<file path="config.mk">
export PLATFORM = sky130hd
export DESIGN_NAME = seven_segment_scanner_flat
export DESIGN_NICKNAME = d
export VERILOG_FILES = /design/src/rtl/seven_segment_scanner_if.sv /design/src/rtl/seven_segment_scanner.sv /design/src/flat_wrapper.sv
export SDC_FILE = /design/constraint.sdc
export NUM_CORES = 1
export LEC_CHECK = 0
export ABC_AREA = 1
export BUFFER_PORTS_ARGS = -buffer_cell sky130_fd_sc_hd__buf_2
export CORE_MARGIN = 3
export CORE_UTILIZATION = 58
export DETAILED_ROUTE_END_ITERATION = 12
export GPL_TIMING_DRIVEN = 0
export PLACE_DENSITY = 0.79
export SYNTH_ARGS = -nofsm -noshare
export SYNTH_HDL_FRONTEND = slang
export SYNTH_SLANG_ARGS = --single-unit
</file>
<file path="constraint.sdc">
create_clock -name clk_in -period 2.5 [get_ports clk_in]
set_clock_uncertainty 0.15 [all_clocks]
set_input_delay 0.125 -clock clk_in [delete_from_list [all_inputs] [get_ports clk_in]]
set_output_delay 0.125 -clock clk_in [all_outputs]
set_load 0.1 [all_outputs]
</file>
<file path="src/rtl/seven_segment_scanner_if.sv">
// Value-load bus between system logic and the seven-segment scanner.
// The master drives display data, strobe and live brightness; the scanner is the slave.
interface seven_segment_scanner_if #(
   parameter int unsigned NUM_DIGITS = 8,
   parameter int unsigned BRIGHT_W   = 4
);
   logic [4*NUM_DIGITS-1:0] val_in;
   logic                    val_valid_in;
   logic [NUM_DIGITS-1:0]   dp_in;
   logic [NUM_DIGITS-1:0]   blank_in;
   logic [BRIGHT_W-1:0]     brightness_in;

   modport master (
      output val_in,
      output val_valid_in,
      output dp_in,
      output blank_in,
      output brightness_in
   );

   modport slave (
      input val_in,
      input val_valid_in,
      input dp_in,
      input blank_in,
      input brightness_in
   );
endinterface

</file>
<file path="src/rtl/seven_segment_scanner.sv">
// Multiplexed seven-segment driver: digit scan, PWM dimming, tear-free shadow/commit update.
// Optional SEVEN_SEGMENT_LEADING_ZERO_BLANK_EN darkens digits above the top nonzero nibble.
module seven_segment_scanner #(
   parameter int unsigned NUM_DIGITS   = 8,
   parameter int unsigned COUNT_PERIOD = 100000,
   parameter int unsigned BRIGHT_W     = 4
) (
   input  logic                    clk_in,
   input  logic                    rst_in,
   seven_segment_scanner_if.slave  bus,
   output logic [6:0]              cat_out,
   output logic                    dp_out,
   output logic [NUM_DIGITS-1:0]   an_out,
   output logic                    frame_done_out
);
   localparam int unsigned IdxW = (NUM_DIGITS > 1) ? $clog2(NUM_DIGITS) : 1;
   localparam int unsigned CntW = $clog2(COUNT_PERIOD);
   localparam int unsigned ValW = 4 * NUM_DIGITS;
   localparam logic [IdxW-1:0] LastIdx = IdxW'(NUM_DIGITS - 1);
   localparam logic [CntW-1:0] LastCnt = CntW'(COUNT_PERIOD - 1);

   typedef struct packed {
      logic [ValW-1:0]       val;
      logic [NUM_DIGITS-1:0] dp;
      logic [NUM_DIGITS-1:0] blank;
   } frame_t;

   logic [IdxW-1:0]       idx_q, idx_d;
   logic [CntW-1:0]       dwell_q, dwell_d;
   logic [BRIGHT_W-1:0]   pwm_q, pwm_d;
   frame_t                shadow_q, shadow_d;
   frame_t                disp_q, disp_d;
   logic                  pending_q, pending_d;
   logic [NUM_DIGITS-1:0] an_q, an_d;
   logic [6:0]            cat_q, cat_d;
   logic                  dpo_q, dpo_d;

   logic                  wrap;
   logic                  pwm_on;
   logic                  digit_on;
   logic [3:0]            nibble;
   logic [NUM_DIGITS-1:0] lz_blank;
   logic [NUM_DIGITS-1:0] blank_eff;
   frame_t                incoming;

   function automatic logic [6:0] hex_decode(input logic [3:0] n);
      logic [6:0] seg;
      case (n)
         4'h0: seg = 7'h3F;
         4'h1: seg = 7'h06;
         4'h2: seg = 7'h5B;
         4'h3: seg = 7'h4F;
         4'h4: seg = 7'h66;
         4'h5: seg = 7'h6D;
         4'h6: seg = 7'h7D;
         4'h7: seg = 7'h07;
         4'h8: seg = 7'h7F;
         4'h9: seg = 7'h6F;
         4'hA: seg = 7'h77;
         4'hB: seg = 7'h7C;
         4'hC: seg = 7'h39;
         4'hD: seg = 7'h5E;
         4'hE: seg = 7'h79;
         default: seg = 7'h71;
      endcase
      return seg;
   endfunction

   assign wrap           = (dwell_q == LastCnt) && (idx_q == LastIdx);
   assign frame_done_out = wrap;
   assign incoming       = '{val: bus.val_in, dp: bus.dp_in, blank: bus.blank_in};

`ifdef SEVEN_SEGMENT_LEADING_ZERO_BLANK_EN
   logic seen_nonzero;
   always_comb begin
      seen_nonzero = 1'b0;
      lz_blank     = '0;
      for (int k = NUM_DIGITS - 1; k >= 0; k--) begin
         if (disp_q.val[4*k +: 4] != 4'h0) seen_nonzero = 1'b1;
         // Digit 0 stays lit so a zero value still shows a single "0".
         if (k != 0) lz_blank[k] = ~seen_nonzero;
      end
   end
`else
   assign lz_blank = '0;
`endif

   assign blank_eff = disp_q.blank | lz_blank;

   // Scan counters.
   always_comb begin
      pwm_d   = pwm_q + 1'b1;
      dwell_d = dwell_q + 1'b1;
      idx_d   = idx_q;
      if (dwell_q == LastCnt) begin
         dwell_d = '0;
         idx_d   = (idx_q == LastIdx) ? '0 : idx_q + 1'b1;
      end
   end

   // A strobe on the wrap cycle bypasses the shadow so it shows from the next digit-0 slot.
   always_comb begin
      shadow_d  = shadow_q;
      pending_d = pending_q;
      disp_d    = disp_q;
      if (bus.val_valid_in) shadow_d = incoming;
      if (wrap) begin
         if (bus.val_valid_in) begin
            disp_d = incoming;
         end else if (pending_q) begin
            disp_d = shadow_q;
         end
         pending_d = 1'b0;
      end else if (bus.val_valid_in) begin
         pending_d = 1'b1;
      end
   end

   always_comb begin
      pwm_on   = (&bus.brightness_in) || (pwm_q < bus.brightness_in);
      nibble   = disp_q.val[{idx_q, 2'b00} +: 4];
      digit_on = pwm_on && !blank_eff[idx_q];
      an_d     = '1;
      cat_d    = 7'h7F;
      dpo_d    = 1'b1;
      if (digit_on) begin
         an_d  = ~(NUM_DIGITS'(1) << idx_q);
         cat_d = ~hex_decode(nibble);
         dpo_d = ~disp_q.dp[idx_q];
      end
   end

   always_ff @(posedge clk_in) begin
      if (rst_in) begin
         idx_q     <= '0;
         dwell_q   <= '0;
         pwm_q     <= '0;
         shadow_q  <= '0;
         disp_q    <= '0;
         pending_q <= 1'b0;
         an_q      <= '1;
         cat_q     <= 7'h7F;
         dpo_q     <= 1'b1;
      end else begin
         idx_q     <= idx_d;
         dwell_q   <= dwell_d;
         pwm_q     <= pwm_d;
         shadow_q  <= shadow_d;
         disp_q    <= disp_d;
         pending_q <= pending_d;
         an_q      <= an_d;
         cat_q     <= cat_d;
         dpo_q     <= dpo_d;
      end
   end

   assign an_out  = an_q;
   assign cat_out = cat_q;
   assign dp_out  = dpo_q;
endmodule

</file>
<file path="src/flat_wrapper.sv">
// flat-port wrapper written by rule: the top's interface ports become plain ports
module seven_segment_scanner_flat 
#(
   parameter int unsigned NUM_DIGITS   = 8,
   parameter int unsigned COUNT_PERIOD = 100000,
   parameter int unsigned BRIGHT_W     = 4
)
  (clk_in, rst_in, cat_out, dp_out, an_out, frame_done_out, bus_val_in, bus_val_valid_in, bus_dp_in, bus_blank_in, bus_brightness_in);
  seven_segment_scanner_if #(.NUM_DIGITS(NUM_DIGITS), .BRIGHT_W(BRIGHT_W)) bus_i ();
  input  logic clk_in;
  input  logic rst_in;
  output logic [6:0] cat_out;
  output logic dp_out;
  output logic [NUM_DIGITS-1:0] an_out;
  output logic frame_done_out;
  input wire logic [$bits(bus_i.val_in)-1:0] bus_val_in;
  input wire logic [$bits(bus_i.val_valid_in)-1:0] bus_val_valid_in;
  input wire logic [$bits(bus_i.dp_in)-1:0] bus_dp_in;
  input wire logic [$bits(bus_i.blank_in)-1:0] bus_blank_in;
  input wire logic [$bits(bus_i.brightness_in)-1:0] bus_brightness_in;
  assign bus_i.val_in = bus_val_in;
  assign bus_i.val_valid_in = bus_val_valid_in;
  assign bus_i.dp_in = bus_dp_in;
  assign bus_i.blank_in = bus_blank_in;
  assign bus_i.brightness_in = bus_brightness_in;
  seven_segment_scanner #(.NUM_DIGITS(NUM_DIGITS), .COUNT_PERIOD(COUNT_PERIOD), .BRIGHT_W(BRIGHT_W)) u_core (.clk_in(clk_in), .rst_in(rst_in), .bus(bus_i), .cat_out(cat_out), .dp_out(dp_out), .an_out(an_out), .frame_done_out(frame_done_out));
endmodule
</file>
==> run_results.csv <==
group,metric,value,unit
layout,area_delta_synth_final,26.2,%
floorplan,core_area,10500,um2
global_routing,grt_pass1_vias,5634,
critical_path,path_max_fanout,10,
critical_path,reg2reg_depth,12,
critical_path,crit_start,"u_core.idx_q[0]",
layout,fin_cells,1162,
placement,io_buffers,69,
logic_synthesis,async_flop_share,0,%
floorplan,start_util,60.4,%
logic_synthesis,yosysTopAreaCell,"dfxtp_1",
critical_path,r2r-end,"u_core.cat_out[0]",
sta,fin_crit_sh,95.3,%
sta,relSlewSlack,52.2,%
sta,worst_hold_slack,154,ps
min_path,holdPathEnd,"u_core.cat_out[1]",
critical_path,regToRegSetupSlack,220,ps
logic_synthesis,syn_area_per_cell,7.26,um2
critical_path,arrival,2110,ps
floorplan,die-area,12200,um2
sta,drv_slew,0,
sta,setup_viol,0,
logic_synthesis,synthCells,870,
clocking,cts_buffers,17,
placement,placed_area,6830,um2
sta,setup_ws,118,ps
global_routing,grt_start_max_net_pins,17,
detailed_routing,drt_pass1_iterations,7,
global_routing,antenna_found_initial,0,
sta,timing_hold_violations_final,0,
global_routing,grt_usage,27.4,%
sta,worst_slew_pin_slew,717,ps
logic_synthesis,synth-main-ff-cell,"dfxtp_1",
clocking,cts_tree,"done",
logic_synthesis,yosys_warnings,0,
power,leakagePower,0.00380,uW
layout,n_fill_cell,807,
detailed_routing,drt_first_iter_violations,352,
logic_synthesis,synth_top_cell_area_share,43.4,%
layout,diodes,0,
clocking,clock-sinks,137,
logic_synthesis,yosys-top-cells-count,"nand2_1, dfxtp_1, nor2_1, inv_1, nand3_1",
layout,drive_above_1_share,13.6,%
critical_path,timing.rr.start,"u_core.idx_q[0]",
power,peakVddDrop,0.628,mV
logic_synthesis,synthesis.area,6320,um2
global_routing,grt_first_pass_wirelength,25600,um
clocking,root_buffer,"clkbuf_8",
placement,place_hpwl,9900,um
layout,fin_area,7980,um2
logic_synthesis,synthTopCellsByArea,"dfxtp_1, nand2_1, nor2_1",
min_path,holdCritPathClass,"input port to flop",
logic_synthesis,synth.distinct_cells,26,
logic_synthesis,synth_most_common_cell,"nand2_1",
logic_synthesis,ys_seq_elements,137,
floorplan,die_h,110,um
floorplan,ioPinCount,72,
min_path,hold-path-cell-count,10,
power,powerDensity,640,nW/um2
clocking,clock_latency,530,ps
detailed_routing,wl_per_cell,13.3,um
clocking,cts.clk_slew.worst_paths,60,ps
critical_path,crit_path_start_kind,"flop",
detailed_routing,finalWirelength,15400,um
critical_path,worstSetupPathType,"flop to output port",
placement,place_ws,16.9,ps
logic_synthesis,synth_edf_count,0,
min_path,min_from,"bus_brightness_in[0]",
critical_path,required,2230,ps
critical_path,end_kind,"output port",
global_routing,grt-ovfl-total,0,
placement,routabilityCongestion,0.865,
clocking,htreeDepth,4,
detailed_routing,route.vias.total,5834,
detailed_routing,drc_errors,0,
outcome,outcome,"completed",
sta,fmax,0.420,GHz
logic_synthesis,seq_area_frac_synth,43.4,%
floorplan,num_rows,37,
job,timing.max_cap.violations,0,
layout,multi_input_area,2860,um2
layout,post-route-util,76.2,%
clocking,cts_max_path_buffers,2,
logic_synthesis,synthesis.nets,942,
placement,dpl.cell_count,1075,
sta,period_minus_slack,2380,ps
detailed_routing,viasPerCell,5.02,
floorplan,chipWidth,110,um
detailed_routing,antenna_left,0,
layout,layout.nets,1085,
layout,seqCellArea,2740,um2
==> registers in the layout, summed over array words and instances (netlist names) <==
name              count
u_core.pending_q      1
u_core.blank_eff      8
u_core.an_out         8
u_core.disp_q        40
u_core.shadow_q      48
u_core.idx_q          3
u_core.pwm_q          4
u_core.dp_out         1
u_core.dwell_q       17
u_core.cat_out        7
==> power breakdown <==
group | internal (uW) | switching (uW)
clock | 1510 | 862
sequential | 2250 | 22.0
combinational | 176 | 279
==> metrics by stage <==
step,setup TNS [ps],power [uW]
2_1_floorplan,0,2580
3_3_place_gp,0,2690
3_5_place_dp,0,2690
4_1_cts,0,5130
5_1_grt,-0.549,5290
6_report,0,5100
==> worst max path at each step <==
| stage | cells after the start | end | slack (ps) |
|---|---|---|---|
| 5_1_grt | 6 | frame_done_out | -0.5 |
| 2_1_floorplan | 6 | frame_done_out | 340 |
| 3_3_place_gp | 7 | frame_done_out | 50 |
| 3_5_place_dp | 12 | u_core.cat_out[3] | 20 |
| 4_1_cts | 6 | frame_done_out | 8 |
| 6_report | 6 | frame_done_out | 120 |
==> per-layer routing <==
layer  vias up  GRT usage [%]  share of wire, %  wire length [um]
li1       3012              -                 -                 -
met1      2594           32.7                42              6550
met2       197           46.7                49              7500
met3        31           7.11               6.4               987
met4         0           11.3               2.4               374
met5         -              0                 0                 0
==> placed cells by master (no fill, tap or decap) <==
| master | netlist | routed |
|---|---|---|
| or2_2 | 2 | 2 |
| nor2_4 | 1 | 1 |
| buf_4 | 2 | 4 |
| nor2_2 | 1 | 1 |
| buf_6 | 3 | 4 |
| nand3_1 | 59 | 59 |
| o21ai_0 | 9 | 8 |
| buf_2 | 19 | 88 |
| nand2_1 | 199 | 198 |
| dfxtp_2 | 0 | 1 |
| ha_1 | 17 | 16 |
| nand4_1 | 54 | 54 |
| ha_2 | 0 | 1 |
| clkbuf_16 | 0 | 16 |
| clkinv_1 | 2 | 2 |
| buf_1 | 11 | 10 |
| bufinv_16 | 0 | 2 |
| inv_1 | 126 | 126 |
| nor3_2 | 1 | 1 |
| dfxtp_1 | 137 | 136 |
| clkbuf_8 | 0 | 5 |
| mux2i_1 | 48 | 48 |
| nand3b_1 | 1 | 1 |
| a21oi_1 | 15 | 15 |
| xnor2_1 | 5 | 5 |
| xor2_1 | 3 | 3 |
| inv_2 | 3 | 3 |
| nor2_1 | 132 | 132 |
| dlygate4sd3_1 | 0 | 54 |
| nand2_2 | 0 | 1 |
| nor3_1 | 4 | 4 |
| clkbuf_1 | 14 | 15 |
| nand3_2 | 2 | 2 |
| clkinv_2 | 0 | 7 |
| o21ai_2 | 0 | 1 |
==> area by class of cell <==
| class | instances | area share (%) |
|---|---|---|
| repair buffers | 125 | 11.4 |
| multi-input cells | 553 | 35.8 |
| well taps | 136 | 2.13 |
| clock inverters | 9 | 1.19 |
| plain buffers | 48 | 2.95 |
| inverters | 131 | 6.17 |
| clock buffers | 23 | 5.98 |
| flip-flops and latches | 137 | 34.4 |
==> worst max-delay path, stage by stage, from the launching register on <==
cell	delay, ps
dfxtp_1	390
ha_1	200
ha_2	300
buf_2	250
nand2_1	120
inv_1	90
buf_6	220
==> cell families after synthesis <==
logic type                 synth area share (%)
and+or+nand+nor                            31.1
buffers and inverters                      11.5
DFF                                        43.4
muxes                                      7.60
AOI/OAI and AO/OA                          1.90
adders and majority gates                  3.37
xor gates and xnor gates                   1.11
==> timing repair <==
action,CTS,global route
setup buffers,0,2
cloned,0,0
hold buffers,54,0
setup endpoints to repair,4,6
resized for setup,5,3
pin swaps,0,1
endpoints found under the hold margin,107,0
(Power assumes the default switching activity.)
